[config.mk]
export PLATFORM = sky130hd
export DESIGN_NAME = regfile_mp
export DESIGN_NICKNAME = d
export VERILOG_FILES = /design/src/rtl/regfile_pkg.sv /design/src/rtl/regfile_read_port.sv /design/src/rtl/regfile_mp.sv
export SDC_FILE = /design/constraint.sdc
export NUM_CORES = 2
export LEC_CHECK = 0
export BUFFER_PORTS_ARGS = -buffer_cell sky130_fd_sc_hd__buf_2
export CORE_UTILIZATION = 45
export DETAILED_ROUTE_END_ITERATION = 7
export PLACE_DENSITY = 0.59
export SYNTH_ARGS = -nofsm -noshare
export SYNTH_HDL_FRONTEND = slang
export SYNTH_SLANG_ARGS = --single-unit
export TNS_END_PERCENT = 100
[constraint.sdc]
create_clock -name clk -period 1.65 [get_ports clk]
set_input_delay 0.0825 -clock clk [delete_from_list [all_inputs] [get_ports clk]]
set_output_delay 0.0825 -clock clk [all_outputs]
set_load 0.01 [all_outputs]
[src/rtl/regfile_pkg.sv]
// Shared constants and reset-value helper for the multi-port integer register file.
// The optional pending-destination scoreboard is enabled with REGFILE_SCOREBOARD_EN.
package regfile_pkg;

    localparam int XLEN    = 32;
    localparam int NREG_RV = 32;
    localparam int REG_AW  = 5;
    localparam int INIT_W  = 64;

    // Bring-up pattern: register i resets to i+1 so every read is distinguishable.
    function automatic logic [INIT_W-1:0] init_val(input int unsigned idx,
                                                   input int unsigned init_idx);
        if (init_idx != 0) begin
            return 64'(idx) + 64'd1;
        end
        return '0;
    endfunction

endpackage

[src/rtl/regfile_read_port.sv]
// One registered read port: zero/bypass priority mux feeding an rd_en-gated output register.
// With REGFILE_SCOREBOARD_EN the port also registers the pending flag of its address.
module regfile_read_port
    import regfile_pkg::*;
#(
    parameter int DW      = XLEN,
    parameter int AW      = REG_AW,
    parameter int ZERO_R0 = 1
) (
    input  logic          clk,
    input  logic          rst,
    input  logic          rd_en,
    input  logic [AW-1:0] rd_addr,
    input  logic [DW-1:0] reg_val,
    input  logic          wr_en,
    input  logic [AW-1:0] wr_addr,
    input  logic [DW-1:0] wr_data,
`ifdef REGFILE_SCOREBOARD_EN
    input  logic          pend_bit,
    output logic          rd_busy,
`endif
    output logic [DW-1:0] rd_data
);

    logic [DW-1:0] rd_val;

    // Later assignments win: the hardwired zero overrides the write-first bypass.
    always_comb begin
        rd_val = reg_val;
        if (wr_en && (wr_addr == rd_addr)) begin
            rd_val = wr_data;
        end
        if ((ZERO_R0 != 0) && (rd_addr == '0)) begin
            rd_val = '0;
        end
    end

    // rd_en is a plain per-cycle enable: the output captures when it is 1 and holds otherwise.
    always_ff @(posedge clk or negedge rst) begin
        if (!rst) begin
            rd_data <= '0;
        end else if (rd_en) begin
            rd_data <= rd_val;
        end
    end

`ifdef REGFILE_SCOREBOARD_EN
    always_ff @(posedge clk or negedge rst) begin
        if (!rst) begin
            rd_busy <= 1'b0;
        end else if (rd_en) begin
            rd_busy <= pend_bit;
        end
    end
`endif

endmodule

[src/rtl/regfile_mp.sv]
// Parametrised integer register file: one write port, NUM_RD registered read ports.
// Define REGFILE_SCOREBOARD_EN to add claim_* inputs, pend tracking and per-port rd_busy.
module regfile_mp
    import regfile_pkg::*;
#(
    parameter int DW       = XLEN,
    parameter int NREG     = NREG_RV,
    parameter int NUM_RD   = 2,
    parameter int ZERO_R0  = 1,
    parameter int INIT_IDX = 0,
    localparam int AW      = $clog2(NREG)
) (
    input  logic                 clk,
    input  logic                 rst,
    input  logic                 wr_en,
    input  logic [AW-1:0]        wr_addr,
    input  logic [DW-1:0]        wr_data,
    input  logic [NUM_RD-1:0]    rd_en,
    input  logic [NUM_RD*AW-1:0] rd_addr,
`ifdef REGFILE_SCOREBOARD_EN
    input  logic                 claim_en,
    input  logic [AW-1:0]        claim_addr,
    output logic [NUM_RD-1:0]    rd_busy,
`endif
    output logic [NUM_RD*DW-1:0] rd_data
);

    logic [DW-1:0] regs [NREG];
    logic          wr_ok;

    assign wr_ok = wr_en && !((ZERO_R0 != 0) && (wr_addr == '0));

    always_ff @(posedge clk or negedge rst) begin
        if (!rst) begin
            for (int i = 0; i < NREG; i++) begin
                if ((i == 0) && (ZERO_R0 != 0)) begin
                    regs[i] <= '0;
                end else begin
                    regs[i] <= DW'(init_val(i, INIT_IDX));
                end
            end
        end else if (wr_ok) begin
            regs[wr_addr] <= wr_data;
        end
    end

`ifdef REGFILE_SCOREBOARD_EN
    logic [NREG-1:0] pend;
    logic [NREG-1:0] pend_next;

    // The claim is applied after the write-back clear so a same-cycle claim keeps the bit set.
    always_comb begin
        pend_next = pend;
        if (wr_en) begin
            pend_next[wr_addr] = 1'b0;
        end
        if (claim_en) begin
            pend_next[claim_addr] = 1'b1;
        end
        if (ZERO_R0 != 0) begin
            pend_next[0] = 1'b0;
        end
    end

    always_ff @(posedge clk or negedge rst) begin
        if (!rst) begin
            pend <= '0;
        end else begin
            pend <= pend_next;
        end
    end
`endif

    for (genvar p = 0; p < NUM_RD; p++) begin : g_rd
        logic [AW-1:0] addr_p;
        logic [DW-1:0] reg_val_p;

        assign addr_p    = rd_addr[p*AW +: AW];
        assign reg_val_p = regs[addr_p];

        regfile_read_port #(
            .DW      (DW),
            .AW      (AW),
            .ZERO_R0 (ZERO_R0)
        ) u_port (
            .clk      (clk),
            .rst      (rst),
            .rd_en    (rd_en[p]),
            .rd_addr  (addr_p),
            .reg_val  (reg_val_p),
            .wr_en    (wr_en),
            .wr_addr  (wr_addr),
            .wr_data  (wr_data),
`ifdef REGFILE_SCOREBOARD_EN
            .pend_bit (pend_next[addr_p]),
            .rd_busy  (rd_busy[p]),
`endif
            .rd_data  (rd_data[p*DW +: DW])
        );
    end

endmodule

# == Word-level counts from Yosys, hierarchy flattened ==
# Index checks and enable logic that the tools add are counted.
# totals
regBits,1088
latch_bits,0
ram_bits,0
romBits,0
output_inout_bits,64
n_memories,0
# op_classes
n_addsub,0
multipliers,0
div_mod_pow,0
magnitude_cmp,4
eq_ne,2
shifts,0
mux,13
bitwise_logic,3
n_reduce_logical,8
# ops
operator,count
bitwise mux 1024 bit,1
binary-select mux 32 bit (select 5 bit),2
2-to-1 mux 32 bit,9
demux 32 bit (select 5 bit),1
>= comparator 6 bit (second input constant),3
NOT 5 -> 6 bit,3
logical NOT 5 bit,3
== test 5 bit,2
less-than comparator 6 x 1 -> 1 bit (second input constant),1
logical AND 1 bit,4
logical NOT 1 bit,1

# == Longest topological paths before layout ==
# logic_depth
depth_word,6
ltp_mapped,9
depth_no_buf,5

# == Cells and area by module ==
# Synthesis repeated with hierarchy kept, for this count alone.
# unflattened
cells_unflattened,4985
area_unflattened_um2,59894.9
# by_module_without_submodules
mod,n_inst,cells_per_inst,area_each_um2,seq_area_each_um2
regfile_mp,1,4601,55941.2,25624.6
regfile_read_port,2,192,1976.9,800.8

# == Least setup slack after synthesis ==
# OpenSTA, ideal clock, no wires.
# synth_timing
kind,input -> register
startpoint,input rd_addr[2]
endpoint,register g_rd[0].u_port.rd_data[27]
setup_ps,129
arrival_ps,1838
setup_slack_ps,-316
cell_stages,7
path_buffers,3
cell_sequence,clkbuf_1 clkbuf_1 buf_1 mux4_2 a22oi_1 a21oi_1 a2111o_1
# synth_via
elab_chain_len,6
word_cells_on_any_way,9
# synth_rtl
item,line_no,source
"start, declared",regfile_mp.sv:19,"input logic [NUM_RD*AW-1:0] rd_addr,"
NOT 5 -> 6 bit (not written as such),regfile_mp.sv:79,assign reg_val_p = regs[addr_p];
binary-select mux 32 bit (select 5 bit),regfile_mp.sv:79,
2-to-1 mux 32 bit (not written as such) (2 in series),regfile_mp.sv:79,
2-to-1 mux 32 bit,regfile_read_port.sv:30,if (wr_en && (wr_addr == rd_addr)) begin
2-to-1 mux 32 bit *,regfile_read_port.sv:33,if ((ZERO_R0 != 0) && (rd_addr == '0)) begin
"end signal, assigned",regfile_read_port.sv:43,rd_data <= rd_val;
"end, declared",regfile_read_port.sv:22,output logic [DW-1:0] rd_data
# Every way passes the cells marked *; elsewhere a longest branch is shown, timed or not. The select of a mux whose other input is x is not followed.
# A chain may end at the register's enable or synchronous reset.

# == Final worst setup path ==
# layout_timing
startpoint,register regs[512] in the netlist's numbering
endpoint,register g_rd[0].u_port.rd_data[0]
# layout_via
elab_chain_len,5
# layout_rtl
item,line_no,source
"start, declared",regfile_mp.sv:28,logic [DW-1:0] regs [NREG];
"start signal, assigned by index",regfile_mp.sv:39,"regs[i] <= DW'(init_val(i, INIT_IDX));"
"start signal, assigned by index",regfile_mp.sv:43,regs[wr_addr] <= wr_data;
binary-select mux 32 bit (select 5 bit),regfile_mp.sv:79,
2-to-1 mux 32 bit (not written as such) (2 in series),regfile_mp.sv:79,
2-to-1 mux 32 bit,regfile_read_port.sv:30,
2-to-1 mux 32 bit,regfile_read_port.sv:33,
# Every way passes these cells. The select of a mux whose other input is x is not followed.

==> metrics.md <==
| Metric | Value |
|---|---|
| GPL Wtd Cong | `0.8352` |
| Top_reg_cell synth | `dfrtp_1` |
| Final Skew | `0.03559 ns` |
| Arrival @ worst endpoint | `2.33 ns` |
| Setup CP Type | `reg2reg` |
| Peak supply drop | `0.9167 mV` |
| Hold Path Stages | `2` |
| Worst Hold End | `regs[753]` |
| Mapped Area | `0.05677 mm2` |
| Clk buf depth | `3` |
| Pins over their slew limit | `0` |
| Reg power frac | `0.450` |
| Leak pwr | `0.02985 uW` |
| IO Port Bufs | `115` |
| Startpoint types | `flop` |
| Hold slack | `0.05703 ns` |
| DP HPWL | `122300 um` |
| Clock Pin Slew Worst Setup and Hold Paths | `0.06 ns` |
| Unique masters post-synth | `34` |
| Period utilisation layout | `1.044` |
| Hold Path Origin | `wr_data[17]` |
| Critical Path RT | `2.26 ns` |
| R2R depth | `5` |
| Vias in the first global route | `38570` |
| Synth warn | `0` |
| Path type of the worst min-delay path | `in2reg` |
| GR Overflow Total | `0` |
| Die height | `357.2 um` |
| Critical path capture point type | `flop` |
| Clk pwr share | `0.345` |
| Reg2Reg Capture Point | `g_rd[0].u_port.rd_data[0]` |
| Wirelength per Cell | `31.07 um` |
| RR Startpoint | `regs[512]` |
| Worst-Margin Slew | `0.8031 ns` |
| Core Rows | `129` |
| First-pass GRT wire length | `269900 um` |
| Total Wirelength | `182500 um` |
| Antenna violations before repair | `13` |
| Max-cap violation count | `0` |
| DRT antenna net count | `0` |
| Area of the die | `0.1276 mm2` |
| Gate power share | `0.205` |
| Status | `finished with violations` |
| Final Cell Area | `0.06858 mm2` |
| Iteration-0 DRC Markers | `3104` |
| Die width | `357.2 um` |
| Syn Area/Cell | `14.58 um2` |
| Flops & latches, synth | `1088` |
| DRC violations left | `0` |
| Largest net degree at the start of global routing | `121` |
| Routed vias | `37830` |
| CP max FO | `3` |
| Share of cells above drive strength 1 | `0.5312` |
| CTS tree | `built` |
| Final Setup Violations | `17` |
| Most instantiated cells after synthesis | `dfrtp_1, mux2_2, mux4_2` |
| Power Density | `1153 mW/mm2` |
| Ports | `116` |
| Worst-skew pair later-pin latency | `0.76 ns` |
| DP Area | `0.06322 mm2` |
| EDFF count, synth | `0` |
| TritonCTS Buffers | `119` |
| CORE AREA | `0.1244 mm2` |
| CTS sink count | `1088` |
| Synth area leaders | `dfrtp_1, mux2_2, mux4_2` |
| Met1 Track Usage GR | `0.4208` |
| Met2 Use GR | `0.4465` |
| Initial Util | `0.4562` |
| Net Sw Power | `22060 uW` |
| Cell count after synthesis | `3895` |
| Vias/cell | `6.440` |
| R2r setup slk | `-0.07 ns` |
| GRT Util Overall | `0.2891` |
| Slew HR | `0.4635` |
| Fmax | `580.5 MHz` |
| Post-synthesis net count | `3947` |
| RSZ-0062 raised after global routing | `true` |
| Area delta synth->final | `20.80%` |
| Minimum clock period | `1.723 ns` |
| Final-stage net count | `4193` |
| Area leader, netlist | `dfrtp_1` |
| GRT busiest layer | `met2` |
| Yosys top cell area share | `0.4796` |
| Sequential element share of the synthesized area | `0.4796` |
| DRT Pass-1 Iters | `5` |
| Internal power | `57040 uW` |
| Failing checks | `setup timing` |
| Root Driver | `clkbuf_16` |
| Hold Fails Final Rpt | `0` |
| Cell with the most instances after synthesis | `dfrtp_1` |
| Worst setup slack after layout | `-0.07256 ns` |
| Ys async rst share | `1.000` |
| Htree depth | `3` |
| Net Sw Frac | `0.2789` |
| Met3 Usage GRT | `0.04837` |
[worst max path at each step]
stage | start | to | slack, ns | cells past startpoint
after global routing | regs[512] | g_rd[0].u_port.rd_data[0] | -0.11 | 5
after floorplan | rd_addr[2] | g_rd[0].u_port.rd_data[1] | -0.07 | 7
final | regs[512] | g_rd[0].u_port.rd_data[0] | -0.07 | 5
after global placement | rd_addr[5] | g_rd[1].u_port.rd_data[18] | -0.47 | 7
after CTS | regs[848] | g_rd[0].u_port.rd_data[16] | -0.10 | 5
after detailed placement | rd_addr[5] | g_rd[1].u_port.rd_data[29] | -0.53 | 6
[state kept, by name, indices dropped and copies added (netlist names)]
register and cells:
regs 1024, g_rd.u_port.rd_data 64
[stage by stage]
step / setup slack, ns / std cells / utilization / TNS, ns / total power [uW]
after floorplan: -0.07325 / 3895 / - / -7.730 / 45850
after global placement: -0.4738 / 5616 / 0.5080 / -152.40 / 50790
after detailed placement: -0.5282 / 5616 / 0.5080 / -159.31 / 51310
after CTS: -0.1010 / 5867 / 0.5460 / -0.4524 / 79020
after global routing: -0.1125 / 5874 / 0.5511 / -1.945 / 82390
final: -0.07256 / 5875 / 0.5511 / -0.3596 / 79100
[cells by family (layout without fill, tap and decap cells)]
kind of cell              after synthesis  count (layout)  share of synthesized area
other                                   0               2                          0
AOI/OAI and AO/OA                     584             584                    0.07608
DFF                                  1088            1088                     0.4796
buffers and inverters                 449             790                    0.03555
muxes                                1632            1632                     0.3942
xor gates and xnor gates               10              10                   0.001543
and+or+nand+nor                       132             132                    0.01303
[power by group through the flow]
| stage | clock [uW] | sequential, uW | combinational [uW] |
|---|---|---|---|
| after global placement | 0 | 35600 | 15200 |
| final | 27300 | 35600 | 16300 |
| after global routing | 28800 | 36200 | 17400 |
| after detailed placement | 0 | 35800 | 15500 |
| after floorplan | 0 | 34600 | 11200 |
| after CTS | 27700 | 35400 | 15900 |
[area by class of cell]
type	count	area, um2
well taps	1637	2048
multi-input cells	2358	28830
clock inverters	40	464.2
clock buffers	176	3503
fillers	10040	55860
repair buffers	570	6487
diodes	2	5.005
inverters	4	15.01
flip-flops and latches	1088	27230
[critical path, cell delays in order (launching register included)]
cell      delay [ns]
dfrtp_1         0.40
mux4_2          0.49
a22oi_2         0.18
buf_4           0.15
a21oi_2         0.05
a2111o_1        0.34
[per-layer routing]
metal	routed length, um	up-vias
li1	-	15690
met1	81690	20560
met2	84510	1216
met3	10740	348
met4	5458	14
met5	104	-
[layout by cell type, fill, tap and decap left out, types with 5 or more instances in the layout]
master	count
dfrtp_1	1088
clkinv_2	20
buf_4	230
o21ai_0	54
a221oi_1	122
buf_8	5
mux2_2	864
nand2_2	15
a2111o_1	64
a221oi_2	6
buf_2	110
a22oi_2	140
dlygate4sd3_1	35
nor2b_1	64
a22oi_1	52
mux4_2	384
buf_12	186
mux2_1	128
nor2_4	20
o21ai_1	12
inv_6	5
clkbuf_16	120
a21oi_1	51
clkbuf_1	27
mux2i_1	256
clkbuf_8	29
a21oi_2	77
xnor2_1	10
bufinv_16	7
[timing repair]
item / 4_1_cts / 5_1_grt
hold buffers: 35 / 1
resized for setup: 88 / 131
setup endpoints to repair: 47 / 227
endpoints found under the hold margin: 1897 / 13
pin swaps: 60 / 104
setup buffers: 1 / 7
(Power assumes the default switching activity.)
